[src/rtl/mem_access_pkg.sv]
// mem_access_pkg: memory-type encodings, FSM states and defaults shared by the load/store unit
package mem_access_pkg;
   localparam logic [2:0] MT_B  = 3'b000;
   localparam logic [2:0] MT_H  = 3'b001;
   localparam logic [2:0] MT_W  = 3'b010;
   localparam logic [2:0] MT_BU = 3'b100;
   localparam logic [2:0] MT_HU = 3'b101;
   localparam int DEF_TIMEOUT_CYCLES = 16;
   typedef enum logic [1:0] {IDLE, REQ, DONE} state_t;
   function automatic logic mt_legal(input logic [2:0] f3, input logic store);
      return f3 == MT_B || f3 == MT_H || f3 == MT_W || (!store && (f3 == MT_BU || f3 == MT_HU));
   endfunction
endpackage

[src/rtl/load_extend.sv]
// load_extend: selects the addressed byte/half of a read word and sign- or zero-extends it
module load_extend
   import mem_access_pkg::*;
(
   input  logic [31:0] rdata,
   input  logic [1:0]  addr_lo,
   input  logic [2:0]  funct3,
   output logic [31:0] ext
);
   logic [7:0]  b;
   logic [15:0] h;
   always_comb begin
      b = rdata[{addr_lo, 3'b000} +: 8];
      h = addr_lo[1] ? rdata[31:16] : rdata[15:0];
      ext = funct3 == MT_B  ? {{24{b[7]}}, b} :
            funct3 == MT_BU ? {24'h0, b} :
            funct3 == MT_H  ? {{16{h[15]}}, h} :
            funct3 == MT_HU ? {16'h0, h} : rdata;
   end
endmodule

[src/rtl/mem_access_unit.sv]
// mem_access_unit: Mem-stage load/store unit running a req/ack data-memory transaction with stall and faults
module mem_access_unit
   import mem_access_pkg::*;
#(
   parameter int TIMEOUT_CYCLES = DEF_TIMEOUT_CYCLES
) (
   input  logic        Clk,
   input  logic        Reset,
   input  logic        MemRead_M,
   input  logic        MemWrite_M,
   input  logic [2:0]  Funct3_M,
   input  logic [31:0] Addr_M,
   input  logic [31:0] WriteData_M,
   output logic        Dmem_Req,
   output logic        Dmem_We,
   output logic [31:0] Dmem_Addr,
   output logic [3:0]  Dmem_WStrb,
   output logic [31:0] Dmem_WData,
   input  logic        Dmem_Ack,
   input  logic [31:0] Dmem_RData,
   output logic [31:0] ReadData_M,
   output logic        Stall_M,
   output logic        Misaligned_M,
   output logic        Access_Fault_M
);
   localparam int CW = $clog2(TIMEOUT_CYCLES + 1);
   state_t state, state_nxt;
   logic [CW-1:0] cnt;
   logic access, legal, misal, start, ack_hit, timeout, is_load_q, fault_q;
   logic [2:0] f3_q;
   logic [1:0] off_q;
   logic [3:0] strb;
   logic [31:0] wdata, ext;
   load_extend u_ext (.rdata(Dmem_RData), .addr_lo(off_q), .funct3(f3_q), .ext(ext));
   always_comb begin
      access = MemRead_M | MemWrite_M;
      legal = mt_legal(Funct3_M, MemWrite_M);
      misal = Funct3_M[1:0] == 2'b01 ? Addr_M[0] : Funct3_M == MT_W ? |Addr_M[1:0] : 1'b0;
      start = state == IDLE && access && legal && !misal;
      ack_hit = state == REQ && Dmem_Ack;
      timeout = state == REQ && !Dmem_Ack && cnt == CW'(TIMEOUT_CYCLES - 1);
      state_nxt = start ? REQ : (ack_hit || timeout) ? DONE : state == DONE ? IDLE : state;
      strb = !MemWrite_M ? 4'b0000 :
             Funct3_M == MT_B ? 4'b0001 << Addr_M[1:0] :
             Funct3_M == MT_H ? (Addr_M[1] ? 4'b1100 : 4'b0011) : 4'b1111;
      wdata = Funct3_M == MT_B ? {4{WriteData_M[7:0]}} :
              Funct3_M == MT_H ? {2{WriteData_M[15:0]}} : WriteData_M;
      Dmem_Req = state == REQ;
      Stall_M = start || state == REQ;
      Misaligned_M = state == IDLE && access && legal && misal;
      Access_Fault_M = (state == IDLE && access && !legal) || (state == DONE && fault_q);
   end
   always_ff @(posedge Clk) begin
      if (Reset) begin
         state <= IDLE;
         cnt <= '0;
         Dmem_We <= 1'b0;
         Dmem_Addr <= '0;
         Dmem_WStrb <= '0;
         Dmem_WData <= '0;
         ReadData_M <= '0;
         fault_q <= 1'b0;
         is_load_q <= 1'b0;
         f3_q <= '0;
         off_q <= '0;
      end else begin
         state <= state_nxt;
         cnt <= state == REQ ? cnt + 1'b1 : '0;
         fault_q <= timeout;
         if (start) begin
            Dmem_We <= MemWrite_M;
            Dmem_Addr <= {Addr_M[31:2], 2'b00};
            Dmem_WStrb <= strb;
            Dmem_WData <= wdata;
            is_load_q <= MemRead_M;
            f3_q <= Funct3_M;
            off_q <= Addr_M[1:0];
         end
         if (ack_hit && is_load_q)
            ReadData_M <= ext;
         else if (timeout)
            ReadData_M <= '0;
      end
   end
endmodule

[config.mk]
export PLATFORM = sky130hd
export DESIGN_NAME = mem_access_unit
export DESIGN_NICKNAME = d
export VERILOG_FILES = /design/src/rtl/mem_access_pkg.sv /design/src/rtl/load_extend.sv /design/src/rtl/mem_access_unit.sv
export SDC_FILE = /design/constraint.sdc
export NUM_CORES = 1
export LEC_CHECK = 0
export CORE_MARGIN = 5
export CORE_UTILIZATION = 40
export CTS_CLUSTER_SIZE = 20
export DETAILED_ROUTE_END_ITERATION = 7
export GPL_ROUTABILITY_DRIVEN = 0
export PLACE_DENSITY = 0.76
export RECOVER_POWER = 50
export SLEW_MARGIN = 0
export SYNTH_ARGS = -nofsm -noshare
export SYNTH_HDL_FRONTEND = slang
export SYNTH_HIERARCHICAL = 1
export SYNTH_SLANG_ARGS = --single-unit
[constraint.sdc]
create_clock -name Clk -period 2 [get_ports Clk]
set_clock_uncertainty 0.1 [all_clocks]
set_input_delay 0.3 -clock Clk [delete_from_list [all_inputs] [get_ports Clk]]
set_output_delay 0.3 -clock Clk [all_outputs]
set_load 0.02 [all_outputs]
# Yosys cells after proc, flatten, opt, wreduce, memory -nomap -nowiden
# Cells that the tools add are included.
dict set report op_classes {
  addsub 1
  eq_ne 11
  shifts 2
  muxes 18
  n_bitwise 2
  n_reduce_logical 31
}
# cell n
set ops {}
lappend ops {{32-bit two-way mux} 8}
lappend ops {{32-bit by 6-bit variable part select with 8-bit output} 1}
lappend ops {{16-bit two-way mux} 1}
lappend ops {{4-bit two-way mux} 4}
lappend ops {{3-bit equality test (second input constant)} 4}
lappend ops {{1-bit logical AND} 11}
lappend ops {{1-bit logical OR} 7}
lappend ops {{3-bit by 1-bit equality test with 1-bit output (second input constant)} 2}
lappend ops {{3-bit zero test} 2}
lappend ops {{2-bit OR reduction} 3}
lappend ops {{5-bit by 1-bit adder with 5-bit output (second input constant)} 1}
lappend ops {{5-bit by 4-bit equality test with 1-bit output (second input constant)} 1}
lappend ops {{2-bit by 1-bit equality test with 1-bit output (second input constant)} 2}
lappend ops {{1-bit zero test} 4}
lappend ops {{2-bit two-way mux} 2}
lappend ops {{2-bit nonzero test} 2}
lappend ops {{1-bit by 2-bit << shifter with 4-bit output (first input constant)} 1}
lappend ops {{3-bit by 2-bit equality test with 1-bit output (second input constant)} 1}
lappend ops {{1-bit two-way mux} 3}
lappend ops {{3-bit nonzero test} 1}
lappend ops {{2-bit equality test (second input constant)} 1}
lappend ops {{2-bit zero test} 1}
lappend ops {{1-bit inverter} 1}
lappend ops {{1-bit OR} 1}
dict set report word_totals {
  regBits 113
  in_bits 104
  output_inout_bits 105
  word_cells 77
}

# Depth between registers and ports, before layout
# Gate-level depths: netlist of run 1.
dict set report logic_depth {
  word_depth 7
  mapped_depth 8
  depth_no_buf 7
}

# Hierarchy
# Netlist of run 1, hierarchy kept.
# mod instances cells_per_inst area_each_um2
set modules_own_cells {}
lappend modules_own_cells {mem_access_unit 1 532 4625.7}
lappend modules_own_cells {load_extend 1 127 930.9}

# Worst setup path after synthesis of run 1
# No wires, ideal clock.
dict set report synth_path {
  path_kind {input to output}
  start {in Funct3_M[0]}
  end {out Misaligned_M}
  arrival_time_ns 1.681
  t_required_ns 1.600
  path_slack_ns -0.081
  stages 6
  path_buffers 3
  cell_sequence {buf_2 > or3b_1 > o22a_1 > buf_2 > buf_2 > nor2_1}
}
dict set report synth_between {
  elab_chain_len 6
  word_cells_on_any_way 15
  cone_classes {5 x eq/ne; 2 x mux; 8 x reduce/logical}
}
# element line_no
set synth_rtl {}
lappend synth_rtl {{start, declared} mem_access_unit.sv:11} ;# input logic [2:0] Funct3_M,
lappend synth_rtl {{3-bit by 1-bit equality test with 1-bit output, or another cell as far along} mem_access_pkg.sv:11} ;# return f3 == MT_B || f3 == MT_H || f3 == MT_W || (!store && (f3 == MT_BU || f3 == MT_HU));
lappend synth_rtl {{1-bit logical OR} mem_access_pkg.sv:11}
lappend synth_rtl {{1-bit logical OR or 1-bit logical AND (tied branches)} mem_access_pkg.sv:11}
lappend synth_rtl {{1-bit logical OR} mem_access_pkg.sv:11}
lappend synth_rtl {{1-bit logical AND} mem_access_unit.sv:50} ;# Misaligned_M = state == IDLE && access && legal && misal;
lappend synth_rtl {{1-bit logical AND (*)} mem_access_unit.sv:50}
lappend synth_rtl {{end, declared} mem_access_unit.sv:23} ;# output logic Misaligned_M,
# Every way passes the cells marked *; elsewhere a longest branch is shown, timed or not.

# Worst setup path in the final report of run 1
# Ends and elaborated chain as after synthesis.

==> results of run 1 <==
-- area by class of cell --
type | instances | area [µm²]
fillers | 1211 | 5140
multi-input cells | 468 | 2940
repair buffers | 255 | 2560
flip-flops and latches | 113 | 2260
clock buffers | 19 | 443
well taps | 180 | 225
clock inverters | 13 | 185
inverters | 4 | 15.0
diodes | 2 | 5.00
-- state kept, by name, summed over array words and instances (netlist names), 2 cells and up --
signal / flops
Dmem_WData: 32
ReadData_M: 32
Dmem_Addr: 30
cnt: 5
Dmem_WStrb: 4
f3_q: 3
off_q: 2
state: 2
-- worst max-delay path: cells and delay by family --
family          cells  cell delay [ns]
buf+inv             2             0.44
simple gates        2             0.50
compound gates      1             0.28
-- per-stage QoR --
stage,utilization,power (mW),cells,instance area (µm²),worst slack (ns)
after CTS,0.624,7.22,1051,8600,0.0371
after global placement,0.579,4.00,1018,7970,-0.583
after global routing,0.627,7.41,1054,8630,-0.00819
after detailed placement,0.579,4.01,1018,7970,-0.583
after floorplan,-,3.31,660,5570,0.0499
final,0.627,7.14,1054,8630,0.0622
-- synthesized netlist by cell type (3+ instances only) --
library cell / count
dfxtp_1: 113
a21oi_1: 75
nand3_1: 60
nand2_1: 46
nor2_1: 46
o21ai_0: 41
clkbuf_1: 34
a22oi_1: 32
buf_2: 23
o21ai_1: 22
mux2i_1: 17
a221o_1: 15
nand3_2: 10
buf_4: 9
mux2_2: 9
a211oi_2: 8
nand3b_1: 8
o2111ai_1: 8
a22o_1: 7
a311oi_1: 7
a31oi_1: 7
or4b_1: 7
buf_1: 4
inv_1: 4
nand2b_1: 4
nand4_1: 4
buf_6: 3
nor2b_1: 3
nor3_1: 3
nor3b_1: 3
-- kinds of logic (layout without fill, tap and decap cells) --
family	Yosys count	after routing	share of synthesized area
and+or+nand+nor	206	206	0.195
muxes	27	27	0.0529
xor gates and xnor gates	2	2	0.00315
buffers and inverters	79	291	0.0691
AOI/OAI and AO/OA	229	229	0.268
other	1	4	0.000675
DFF	113	113	0.407
adders and majority gates	2	2	0.00450
-- path summary, 6_finish.rpt --
path | slack (ns) | start | end
worst max register to register | 0.09 | cnt[0] | ReadData_M[3]
worst max-delay path | 0.06 | Funct3_M[0] | Misaligned_M
worst min-delay path | 0.14 | MemRead_M | is_load_q
worst min register to register | 0.35 | cnt[0] | cnt[0]
-- per-layer routing --
layer	vias to the layer above	GRT usage	part of all wire	wire [µm]
li1	2838	-	-	-
met3	29	0.111	0.11	2150
met2	244	0.357	0.46	8700
met4	2	0.0680	0.014	261
met5	-	0	0.00069	13
met1	2789	0.269	0.41	7720
-- power by group --
part           internal [mW]  switching (mW)  leakage, nW
clock network           2.12            1.08        0.303
logic                  0.713           0.790         2.16
registers               2.37          0.0683        0.920
total                   5.20            1.94         3.38
-- what timing repair did --
item,in CTS,in global routing
setup buffers,1,0
pin swaps,3,1
resized for setup,21,5
cloned,0,1
endpoints found under the setup margin,5,19
==> metrics.md, run 1 <==
| Metric | Value |
|---|---|
| Drt drc | 0 |
| Crit path max fanout | 3 |
| Largest net degree at the start of global routing | 66 |
| Slew Limit Fails | 0 |
| Max cap viols | 0 |
| Synth cell types | roughly 50 |
| Highest-delay cell along the critical path | or3b_1 |
| First-pass GRT wire length | ~29000 µm |
| Average wire per standard cell | ~18 µm |
| CTS H-Tree Depth | 4 |
| Final net count | approximately 970 |
| Detail Route Antenna Nets | 0 |
| Cts bufs inserted | 17 |
| Most frequent cells in the layout | clkdlybuf4s50_1, dfxtp_1, a21oi_1 |
| Die width | about 130 µm |
| WHS Path Cells | 3 |
| Synth top area cells | dfxtp_1, a21oi_1, nand3_1, a22oi_1, o21ai_0 |
| R2R depth | 8 |
| DP HPWL | roughly 13000 µm |
| EDFF count, synth | 0 |
| TritonRoute pass-1 iters | 7 |
| CTS tree | yes |
| FP Rows | between 40 and 50 |
| Headroom to the max-slew limit | 0.635 |
| # clock sinks | 113 |
| Asr flop ratio synth | 0 |
| Initial DRC count | 585 |
| Tightest Pin Transition | roughly 0.55 ns |
| Post-Syn Area per Cell | between 8 and 9 µm² |
| Initial Util | 0.403 |
| Synth top area share | 0.407 |
| Setup violators final | 0 |
| Most used DFF post-synth | dfxtp_1 |
| Register area share after synthesis | 0.407 |
| # port buffers | ~210 |
| Critical Path Max Stage Delay | approximately 0.4 ns |
| Vias in the first global route | roughly 5.7k |
| Pwr dens | just over 800 mW/mm² |
| Core box area | 0.0138 mm² |
| IO Pins | 209 |
| Clock buffer depth | 2 |
| Root Buffer | clkbuf_16 |
| Pleak | between 3 and 4 nW |
| Worst EP arrival | 1.54 ns |
| Startpoint Class | input port |
| Final wirelength | approximately 19000 µm |
| Number of vias per cell | ~5.6 |
| Layout area overhead | 55.3% |
| Most common cell after layout, fill and taps aside | clkdlybuf4s50_1 |
| Die area | roughly 0.016 mm² |
| Initial antenna violation count | 3 |
| Warnings, synthesis | 6 |
| Yosys top cell by area | dfxtp_1 |
| Sequence of cells on the critical path | dlygate4sd2_1 -> or3b_1 -> o22a_2 -> nor2_4 -> buf_2 |
| Post-route setup TNS | 0 ns |
| Layout cells sized above 1 | 0.140 |
| Worst min-delay path class | input port to register |
| Kind of critical path | input port to primary output |
| Status | completed |
| Hold-fix buffers, CTS | 0 |
| GRT overflow | 0 |
| Synth Register Bits | ~110 |
| Die Ht | roughly 130 µm |
| Final Hold Violating Endpoints | 0 |
| Maximum vdd drop | between 500 and 600 µV |
| Period minus WS final | 1.94 ns |
| Worst skew pair latency | 0.41 ns |
| Highest Clock Rate | 0.516 GHz |
| Final Cycle Share | 0.969 |
| Clock-pin slew on the worst setup and hold paths | around 0.05 ns |
| Mapped Area | between 0.005 and 0.006 mm² |
| Gate Count Post-Synth | 659 |
| CP Capture Type | primary output |
| Critical Path RT | ~1.6 ns |
| Hold_ws | 0.136 ns |
| Via count | 5902 |
| Tot GR Track Use | 0.225 |
(Power assumes the default switching activity.)
==> inputs of run 2 (changes only) <==
Settings changed: ABC_CLOCK_PERIOD_IN_PS set to 2000.
==> results of run 2 <==
No change in the layout: final DEF, timing and power equal those of run 1.
==> inputs of run 3 (changes only) <==
Settings changed: CORE_ASPECT_RATIO set to 1.75.
==> run 3 against run 2 <==
Fmax is 0.39% lower; sequential share of layout area hardly changed; core utilization hardly changed; global-route usage is 1.5 points higher; combinational power is 5% higher; worst setup slack worse by 0.0077 ns; via count is 2.4% higher; flip-flop and latch count stayed put; non-clock buffer count is 12 higher; register-to-register slack hardly changed; design area is 0.10% lower; final cell count is 0.76% higher; largest power group unchanged.
==> metrics.md, run 3 (synthesis gave the netlist of run 1 again) <==
| Metric | Value |
|---|---|
| Crit path max fanout | 4 |
| Critical Path Max Stage Delay | 0.37 ns |
| Critical Path RT | 1.60 ns |
| Final Hold Violating Endpoints | 0 |
| Via count | 6041 |
| Psw | 1.99 mW |
| Highest-delay cell along the critical path | or3b_1 |
| Startpoint Class | input port |
| Final net count | a little under 1k |
| Pwr dens | 812 mW/mm² |
| Worst min-delay path class | input port to register |
| Critical R2R Launch | off_q[1] |
| Power share of the clock group | 0.428 |
| Met2 Use GR | 0.440 |
| Final wirelength | around 21000 µm |
| Hold-fix buffers, CTS | 0 |
| Clock-pin slew on the worst setup and hold paths | approximately 0.050 ns |
| Vias in the first global route | a little under 6k |
| RSZ-0062 raised after global routing | false |
| Cts bufs inserted | 17 |
| CP bufs+invs | 3 |
| Drt drc | 0 |
| Initial DRC count | approximately 300 |
| # clock sinks | about 110 |
| Die width | 99.1 µm |
| Die area | approximately 0.016 mm² |
| CP Capture Type | primary output |
| Die Ht | 166 µm |
| IO Pins | 209 |
| Detail Route Antenna Nets | 0 |
| Final Cycle Share | 0.973 |
| Root Buffer | clkbuf_16 |
| Sequential power share | 0.348 |
| Status | completed |
| Tot GR Track Use | 0.240 |
| Switch share | 0.285 |
| Largest net degree at the start of global routing | 51 |
| Met1 usage | 0.246 |
| # port buffers | around 200 |
| Average wire per standard cell | between 15 and 20 µm |
| Pleak | around 3.3 nW |
| Critical path's top delay family | buffers and inverters |
| Reg2Reg Setup Slack | approximately 0.1 ns |
| GRT overflow | 0 |
| Worst Setup EP | Misaligned_M |
| Period minus WS final | 1.95 ns |
| Slew Limit Fails | 0 |
| Post-route setup TNS | 0 ns |
| Maximum vdd drop | approximately 600 µV |
| CTS H-Tree Depth | 4 |
| Clock buffer depth | 2 |
| Sequence of cells on the critical path | dlygate4sd2_1 -> or3b_1 -> o22a_2 -> buf_12 -> nor2_4 -> buf_6 |
| Highest Clock Rate | roughly 0.51 GHz |
| Initial antenna violation count | 0 |
| First-pass GRT wire length | between 30000 and 40000 µm |
| Setup violators final | 0 |
| Biggest regs | Dmem_WData: 32 flops, ReadData_M: 32 flops, Dmem_Addr: 30 flops |
| Most frequent cells in the layout | clkdlybuf4s50_1, dfxtp_1, a21oi_1 |
| CTS tree | yes |
| Busiest grt layer | met2 |
| CP Depth | 6 |
| Met3 Use GR | 0.0593 |
| Core box area | approximately 0.014 mm² |
| Tightest Pin Transition | 0.534 ns |
| Most common cell after layout, fill and taps aside | clkdlybuf4s50_1 |
| Max cap viols | 0 |
| Layout cells sized above 1 | 0.145 |
| Kind of critical path | input port to primary output |
| Layout area overhead | 55.2% |
| Total power | ~7 mW |
| Cell Int Power | 5.01 mW |
| Combinational Power Share | 0.224 |
| Initial Util | 0.404 |
| R2R depth | 6 |
| Headroom to the max-slew limit | 0.643 |
| Number of vias per cell | about 5.7 |
| TritonRoute pass-1 iters | 5 |
| Worst skew pair latency | approximately 0.41 ns |
| FP Rows | 57 |
| R2r endpoint | ReadData_M[5] |
| DP HPWL | between 10000 and 15000 µm |
| CP Launch Point | Funct3_M[2] |
| Worst EP arrival | about 1.6 ns |
==> run 3: cell types whose count changed in the layout (fill, tap and decap cells not counted), moves of 3 or more <==
| cell | delta |
|---|---|
| clkdlybuf4s50_1 | +25 |
| o21ai_1 | -4 |
| o21ai_0 | +3 |
| buf_4 | +10 |
| dlygate4sd3_1 | -24 |
| a211oi_1 | +3 |
| a211oi_2 | -3 |
==> run 3: area by class of cell <==
class                           instances  area, µm²
Antenna cell                            1       2.50
Sequential cell                       113       2260
Multi-Input combinational cell        468       2930
Clock buffer                           20        457
Clock inverter                         12        131
Fill cell                            1230       5140
Inverter                                4       15.0
Tap cell                              177        221
Timing Repair Buffer                  267       2610
==> run 3: how the worst min path moves through the flow <==
stage | startpoint | to | slack, ns | cells past startpoint
2_1_floorplan | Dmem_Ack | fault_q | 0.28 | 1
3_3_place_gp | cnt[0] | cnt[0] | 0.33 | 1
3_5_place_dp | cnt[0] | cnt[0] | 0.35 | 1
4_1_cts | Reset | Dmem_Addr[14] | 0.15 | 2
5_1_grt | MemRead_M | is_load_q | 0.16 | 3
6_report | MemRead_M | is_load_q | 0.13 | 3
==> run 3: per-stage QoR <==
stage	worst slack, ns	hold slack, ns	std cells	area, µm²	util
after global routing	0.0151	0.164	1061	8620	0.626
final	0.0545	0.132	1062	8620	0.626
after global placement	-0.538	0.329	1023	8000	0.581
after detailed placement	-0.570	0.353	1023	8000	0.581
after floorplan	0.0499	0.276	660	5570	-
after CTS	0.0248	0.146	1060	8690	0.631
==> run 3: worst register-to-register path, cell delays in order (launching register included) <==
cell	delay, ns
dfxtp_1	0.47
buf_4	0.21
inv_1	0.06
a21o_1	0.27
a221o_1	0.44
a22oi_1	0.18
nor2_1	0.06
==> run 3: metal layers <==
layer,vias up,wire (µm)
met2,267,11100
met1,2867,7180
li1,2848,-
met4,0,935
met5,-,0
met3,59,1510
==> run 3: power by group through the flow <==
stage               logic, mW  registers [mW]  clock network, mW
floorplan               0.705            2.60                  0
global placement         1.56            2.48                  0
detailed placement       1.57            2.48                  0
CTS                      1.61            2.44               3.05
global route             1.66            2.45               3.15
finish                   1.57            2.44               3.00
==> run 3: timing repair <==
item,in CTS,in global routing
endpoints found under the setup margin,36,5
gates cloned,2,1
pin swaps,3,1
resized for setup,22,5
setup buffers,3,0
